[config.mk]
export PLATFORM = sky130hd
export DESIGN_NAME = wb_cfg_master
export DESIGN_NICKNAME = d
export VERILOG_FILES = /design/src/rtl/wb_cfg_master.sv
export SDC_FILE = /design/constraint.sdc
export NUM_CORES = 1
export LEC_CHECK = 0
export ABC_AREA = 0
export BUFFER_PORTS_ARGS = -buffer_cell sky130_fd_sc_hd__buf_2
export CORE_ASPECT_RATIO = 1.2
export CORE_MARGIN = 5
export CORE_UTILIZATION = 30
export CTS_CLUSTER_DIAMETER = 60
export DETAILED_ROUTE_END_ITERATION = 16
export MAX_ROUTING_LAYER = met4
export PLACE_DENSITY = 0.65
export SLEW_MARGIN = 25
export SYNTH_ARGS = -nofsm -noshare
export SYNTH_HDL_FRONTEND = slang
export SYNTH_SLANG_ARGS = --single-unit
export TNS_END_PERCENT = 1
[constraint.sdc]
create_clock -name wb_clk_i -period 3.09 [get_ports wb_clk_i]
set_input_delay 0.1545 -clock wb_clk_i [delete_from_list [all_inputs] [get_ports wb_clk_i]]
set_output_delay 0.1545 -clock wb_clk_i [all_outputs]
set_load 0.02 [all_outputs]
[src/rtl/wb_cfg_master.sv]
// Wishbone classic single-transfer initiator: one bus read or write per accepted command, result on a response stream.
// Optional bus timeout is compiled in with `define WB_MASTER_TIMEOUT_EN (otherwise the bus waits for ack indefinitely).
module wb_cfg_master #(
   parameter int unsigned TIMEOUT_CYCLES = 255,
   parameter int unsigned TO_W           = 16
) (
   input  logic        wb_clk_i,
   input  logic        wb_rst_i,

   input  logic        cmd_valid,
   output logic        cmd_ready,
   input  logic        cmd_we,
   input  logic [31:0] cmd_adr,
   input  logic [31:0] cmd_dat,
   input  logic [3:0]  cmd_sel,

   output logic        rsp_valid,
   input  logic        rsp_ready,
   output logic [31:0] rsp_dat,
   output logic        rsp_err,

   output logic        wbm_cyc_o,
   output logic        wbm_stb_o,
   output logic        wbm_we_o,
   output logic [31:0] wbm_adr_o,
   output logic [31:0] wbm_dat_o,
   output logic [3:0]  wbm_sel_o,
   input  logic [31:0] wbm_dat_i,
   input  logic        wbm_ack_i
);

   if ((TIMEOUT_CYCLES < 1) || (TIMEOUT_CYCLES > 65535) || ((TIMEOUT_CYCLES >> TO_W) != 0)) begin : g_param_err
      $error("wb_cfg_master: TIMEOUT_CYCLES out of range or does not fit in TO_W bits");
   end

   typedef enum logic [1:0] {
      IDLE = 2'd0,
      BUS  = 2'd1,
      RESP = 2'd2
   } state_t;

   state_t state_q;

   assign cmd_ready = (state_q == IDLE);
   // A single register drives both so cyc and stb can never diverge.
   assign wbm_stb_o = wbm_cyc_o;

`ifdef WB_MASTER_TIMEOUT_EN
   localparam logic [TO_W-1:0] TO_LAST = TO_W'(TIMEOUT_CYCLES - 1);
   logic [TO_W-1:0] to_cnt_q;
`else
   assign rsp_err = 1'b0;
`endif

   always_ff @(posedge wb_clk_i) begin
      if (wb_rst_i) begin
         state_q   <= IDLE;
         wbm_cyc_o <= 1'b0;
         wbm_we_o  <= 1'b0;
         wbm_adr_o <= '0;
         wbm_dat_o <= '0;
         wbm_sel_o <= '0;
         rsp_valid <= 1'b0;
         rsp_dat   <= '0;
`ifdef WB_MASTER_TIMEOUT_EN
         rsp_err   <= 1'b0;
         to_cnt_q  <= '0;
`endif
      end else begin
         case (state_q)
            IDLE: begin
               if (cmd_valid) begin
                  wbm_we_o  <= cmd_we;
                  wbm_adr_o <= cmd_adr;
                  wbm_dat_o <= cmd_dat;
                  wbm_sel_o <= cmd_sel;
                  wbm_cyc_o <= 1'b1;
                  state_q   <= BUS;
`ifdef WB_MASTER_TIMEOUT_EN
                  to_cnt_q  <= '0;
`endif
               end
            end

            BUS: begin
               // Ack wins over a timeout expiring at the same edge.
               if (wbm_ack_i) begin
                  wbm_cyc_o <= 1'b0;
                  rsp_dat   <= wbm_we_o ? 32'h0 : wbm_dat_i;
                  rsp_valid <= 1'b1;
                  state_q   <= RESP;
`ifdef WB_MASTER_TIMEOUT_EN
                  rsp_err   <= 1'b0;
               end else if (to_cnt_q == TO_LAST) begin
                  wbm_cyc_o <= 1'b0;
                  rsp_dat   <= 32'h0;
                  rsp_err   <= 1'b1;
                  rsp_valid <= 1'b1;
                  state_q   <= RESP;
               end else begin
                  to_cnt_q  <= to_cnt_q + TO_W'(1);
`endif
               end
            end

            RESP: begin
               if (rsp_ready) begin
                  rsp_valid <= 1'b0;
                  state_q   <= IDLE;
               end
            end

            default: begin
               wbm_cyc_o <= 1'b0;
               rsp_valid <= 1'b0;
               state_q   <= IDLE;
            end
         endcase
      end
   end

endmodule

==> results by stage <==
CTS:
- For this design, the CTS-stage hold fixing added 0 buffers.
- After clock tree synthesis, the clock-pin slew on the worst setup and hold paths is around 0.070 ns.
- TritonCTS built the clock tree.
- The post-cts repair resize count is 0.
- The clock tree synthesis step divided the H-tree into 3 levels.
- The tree is rooted in a sky130_fd_sc_hd__clkbuf_16.
- The total number of clock tree sinks is 105.
- The clock passes through at most 2 buffers.
- The insertion delay of the later-clocked pin in the worst-skew pair is 0.34 ns.
- Buffers inserted during clock tree synthesis total 9.
- In this run the post-CTS setup repair buffer count came out at 0.

Pwr:
- Dividing total power by cell area gives a power density of 599 nW/um^2.
- In this run, flip-flops and latches consume between 40 and 50% of the power.
- Summed over all nets, the switching power comes to between 800 and 900 uW.
- The leakage component of the power is 0.00242 uW.
- The switching power share of the total is 25.7%.
- Total power for the finished layout comes to 3140 uW.
- The maximum vdd drop is roughly 230 uV.
- The share of total power dissipated in the clock network is a little under two fifths.
- The combinational fraction of design power is 14.6%.
- Cell internal power was estimated by the tool at 2330 uW.

Route:
- The detailed-route DRC error count is 0.
- The detail-routed via count per cell is between 4 and 5.
- The routed design has around 11000 um of wire.
- The count of nets left with antenna violations once routing finished came out at 0.
- The pre-antenna-repair detailed-routing pass consisted of 4 iterations.
- Dividing the detail-routed wire length by the instance count gives around 13 um.
- After the first detailed-routing iteration, the DRC count stood at 225.
- Summing over every cut layer, the via total after detailed routing is 3648.

Synth:
- By area the synthesized netlist is led by sky130_fd_sc_hd__dfxtp_1, sky130_fd_sc_hd__nand2_1, sky130_fd_sc_hd__a21oi_1.
- The post-synth design cell area is 3820 sq um.
- The synthesized netlist devotes 0% of its cell area to adder and majority cells.
- The portion of synthesized cell area occupied by the leading cell type is between 50 and 60%.
- In the synthesized netlist, the number of instances is 469.
- The multiplexer share of the synthesized area is 0%.
- The total number of yosys warnings is 0.
- Counting flops with a built-in enable in the synthesized netlist gives 0.
- A synthesized cell averages 8.14 sq um.
- The post-synthesis simple-gate area fraction is 25.1%.
- Yosys instantiated no cell more often than sky130_fd_sc_hd__nand2_1.
- The count of distinct cell types in the synthesized netlist is 19.
- The post-synthesis xor/xnor area fraction is 0%.
- After synthesis, the largest family of logic cells by area is simple AND/OR/NAND/NOR gates.
- The synthesized net count is 575.
- Sequential elements use 55.1% of the synthesized area.
- After synthesis, the most frequently instantiated cells are sky130_fd_sc_hd__nand2_1, sky130_fd_sc_hd__a21oi_1, sky130_fd_sc_hd__dfxtp_1.
- The async set-or-reset flop fraction in the synthesized netlist is 0%.
- The synthesized netlist devotes between 10 and 15% of its cell area to compound gates.
- For this run, the leading register cell type out of synthesis is sky130_fd_sc_hd__dfxtp_1.
- The synthesized design contains about 110 register bits.
- The cell taking the most area after synthesis is sky130_fd_sc_hd__dfxtp_1.

GRT:
- The number of global-route vias before repair is about 3300.
- The total global routing overflow is 0.
- The number of antenna violations at the first check in global routing is 0.
- The global routing usage summed across all routing layers is 14.1%.
- The first-pass GRT wire length is ~17000 um.
- The maximum number of pins on one net before global-route repair is 49.

Floorplanning:
- The initial core utilization is 30.4%.
- The full die area is 15100 sq um.
- From bottom edge to top edge, the die measures around 130 um.
- The floorplan step defined a core boundary enclosing 12600 sq um.
- The horizontal die dimension is 113 um.
- The placement row count is between 40 and 50.
- The number of top-level design ports is 212.

Worst setup path:
- Data on the critical path is required at its endpoint by 3.35 ns.
- The origin of the critical flop-to-flop path is state_q[0].
- The signal on the critical path passes through or3b_4, buf_4, nand2_1, a21oi_1.
- In this run the worst setup path begins at state_q[0].
- STA classifies the critical path endpoint as a flip-flop.
- The largest individual stage delay along the critical path comes from the cell sky130_fd_sc_hd__or3b_4.
- The maximum fanout count along the critical path is 47.
- The critical setup path kind is flip-flop to flip-flop.
- The arrival time at the worst endpoint is 2.03 ns.
- The category of the worst setup path launch point is a flip-flop.
- The critical path's largest stage delay is 0.58 ns.

Layout:
- Summing all non-filler instances in the final layout gives an area of between 5000 and 6000 sq um.
- Once layout is complete, the utilization of the core stands at 41.7%.
- The final layout net count is 762.
- The area added between synthesis and finish is 37.2%.
- Counting the fill cells in the layout gives 1340.
- The number of diodes is 0.
- The post-route netlist has a little over a third of its cells at a drive strength greater than 1.

Placed design:
- Once placement finished, the instance area stood at 4920 sq um.
- Routability-driven placement finished with a final weighted congestion of around 0.76.
- The number of input and output port buffers inserted is 210.
- After legalization and detailed placement, the total HPWL measured approximately 7600 um.

Timing:
- The post-layout minimum cycle time is 1.77 ns.
- The share of the cycle needed by the critical path after routing is 57.1%.
- The number of setup violations in the final report is 0.
- Setup repair after global routing left no endpoint under its margin.
- In this run the tightest slew margin relative to its limit is 39.8%.
- The count of pins over their slew limit is 0.
- The final setup TNS is 0 ns.
- The actual transition at the worst max-transition pin is roughly 0.9 ns.
- The final number of hold-violating endpoints is 0.
- The clock arrives with 0.00525 ns of skew.
- The highest achievable clock rate is about 0.57 GHz.

Flow run:
- Max-cap violations in this run came to 0.

Worst hold path:
- The worst hold-check path type is input port to flip-flop.
- The startpoint identified for the worst hold timing path is cmd_dat[16].

Run status:
- The flow ran to the end, and the final reports show no timing, DRC or antenna violations.
-- layout make-up --
class                           count  area [sq um]  share of cell area, %
Multi-Input combinational cell    322          1510                   28.8
Clock buffer                       12           246                   4.71
Timing Repair Buffer              217          1110                   21.1
Inverter                            1          3.75                 0.0717
Clock inverter                      3          65.1                   1.24
Sequential cell                   105          2100                   40.1
Tap cell                          164           205                   3.92
-- layout by cell type, fill, tap and decap left out --
master and count:
sky130_fd_sc_hd__buf_2 209, sky130_fd_sc_hd__nand2_1 171, sky130_fd_sc_hd__a21oi_1 106, sky130_fd_sc_hd__dfxtp_1 105, sky130_fd_sc_hd__nand3b_1 33, sky130_fd_sc_hd__clkbuf_16 9, sky130_fd_sc_hd__buf_4 8, sky130_fd_sc_hd__nor2_1 3
sky130_fd_sc_hd__clkbuf_1 2, sky130_fd_sc_hd__bufinv_16 2, sky130_fd_sc_hd__and3b_1 1, sky130_fd_sc_hd__nor3b_4 1, sky130_fd_sc_hd__or3b_4 1, sky130_fd_sc_hd__inv_1 1, sky130_fd_sc_hd__nor2b_1 1, sky130_fd_sc_hd__nor3_1 1
sky130_fd_sc_hd__or2_2 1, sky130_fd_sc_hd__or3b_2 1, sky130_fd_sc_hd__o31ai_1 1, sky130_fd_sc_hd__conb_1 1, sky130_fd_sc_hd__clkbuf_8 1, sky130_fd_sc_hd__clkinv_2 1
-- layer usage --
| layer | wire length (um) | track usage, % | vias up |
|---|---|---|---|
| met4 | 229 | 5.48 | 0 |
| li1 | - | - | 1893 |
| met5 | 0 | - | - |
| met3 | 657 | 3.50 | 14 |
| met1 | 4880 | 18.0 | 1612 |
| met2 | 5090 | 21.4 | 129 |
-- worst paths after layout --
path	end	slack, ns	cells past startpoint
hold / removal	wbm_dat_o[16]	0.05	3
hold reg to reg	rsp_dat[3]	0.45	2
setup reg to reg	wbm_adr_o[16]	1.32	4
setup / recovery	wbm_adr_o[16]	1.32	4
-- power groups by stage --
stage          registers [uW]  logic (uW)  clock network [uW]
2_1_floorplan            1590         198                   0
6_report                 1480         457                1200
4_1_cts                  1480         464                1240
5_1_grt                  1490         505                1290
3_3_place_gp             1510         462                   0
3_5_place_dp             1510         463                   0
-- logic make-up (layout without fill, tap and decap cells) --
group / Yosys count / in the layout
flops: 105 / 105
simple gates: 214 / 214
buf+inv: 42 / 233
compound gates: 107 / 107
other cells: 1 / 1
-- stage by stage --
stage,instances,setup WS (ns),hold slack [ns]
2_1_floorplan,469,1.70,0.290
3_3_place_gp,809,1.03,0.397
3_5_place_dp,809,0.993,0.399
4_1_cts,824,0.971,0.0293
5_1_grt,824,1.11,0.0346
6_report,824,1.32,0.0476
-- registers in the layout (all words and copies together), names as in the netlist --
signal,flops
rsp_dat,32
wbm_adr_o,32
wbm_dat_o,32
wbm_sel_o,4
state_q,2
rsp_valid,1
wbm_cyc_o,1
wbm_we_o,1
-- critical path, delay by kind of cell, from the launching register on --
family,cells,cell delay [ns]
buffers and inverters,1,0.36
AOI/OAI and AO/OA,1,0.14
and+or+nand+nor,2,0.66
DFF,1,0.52
No activity file was read; power rests on OpenSTA's default activity.
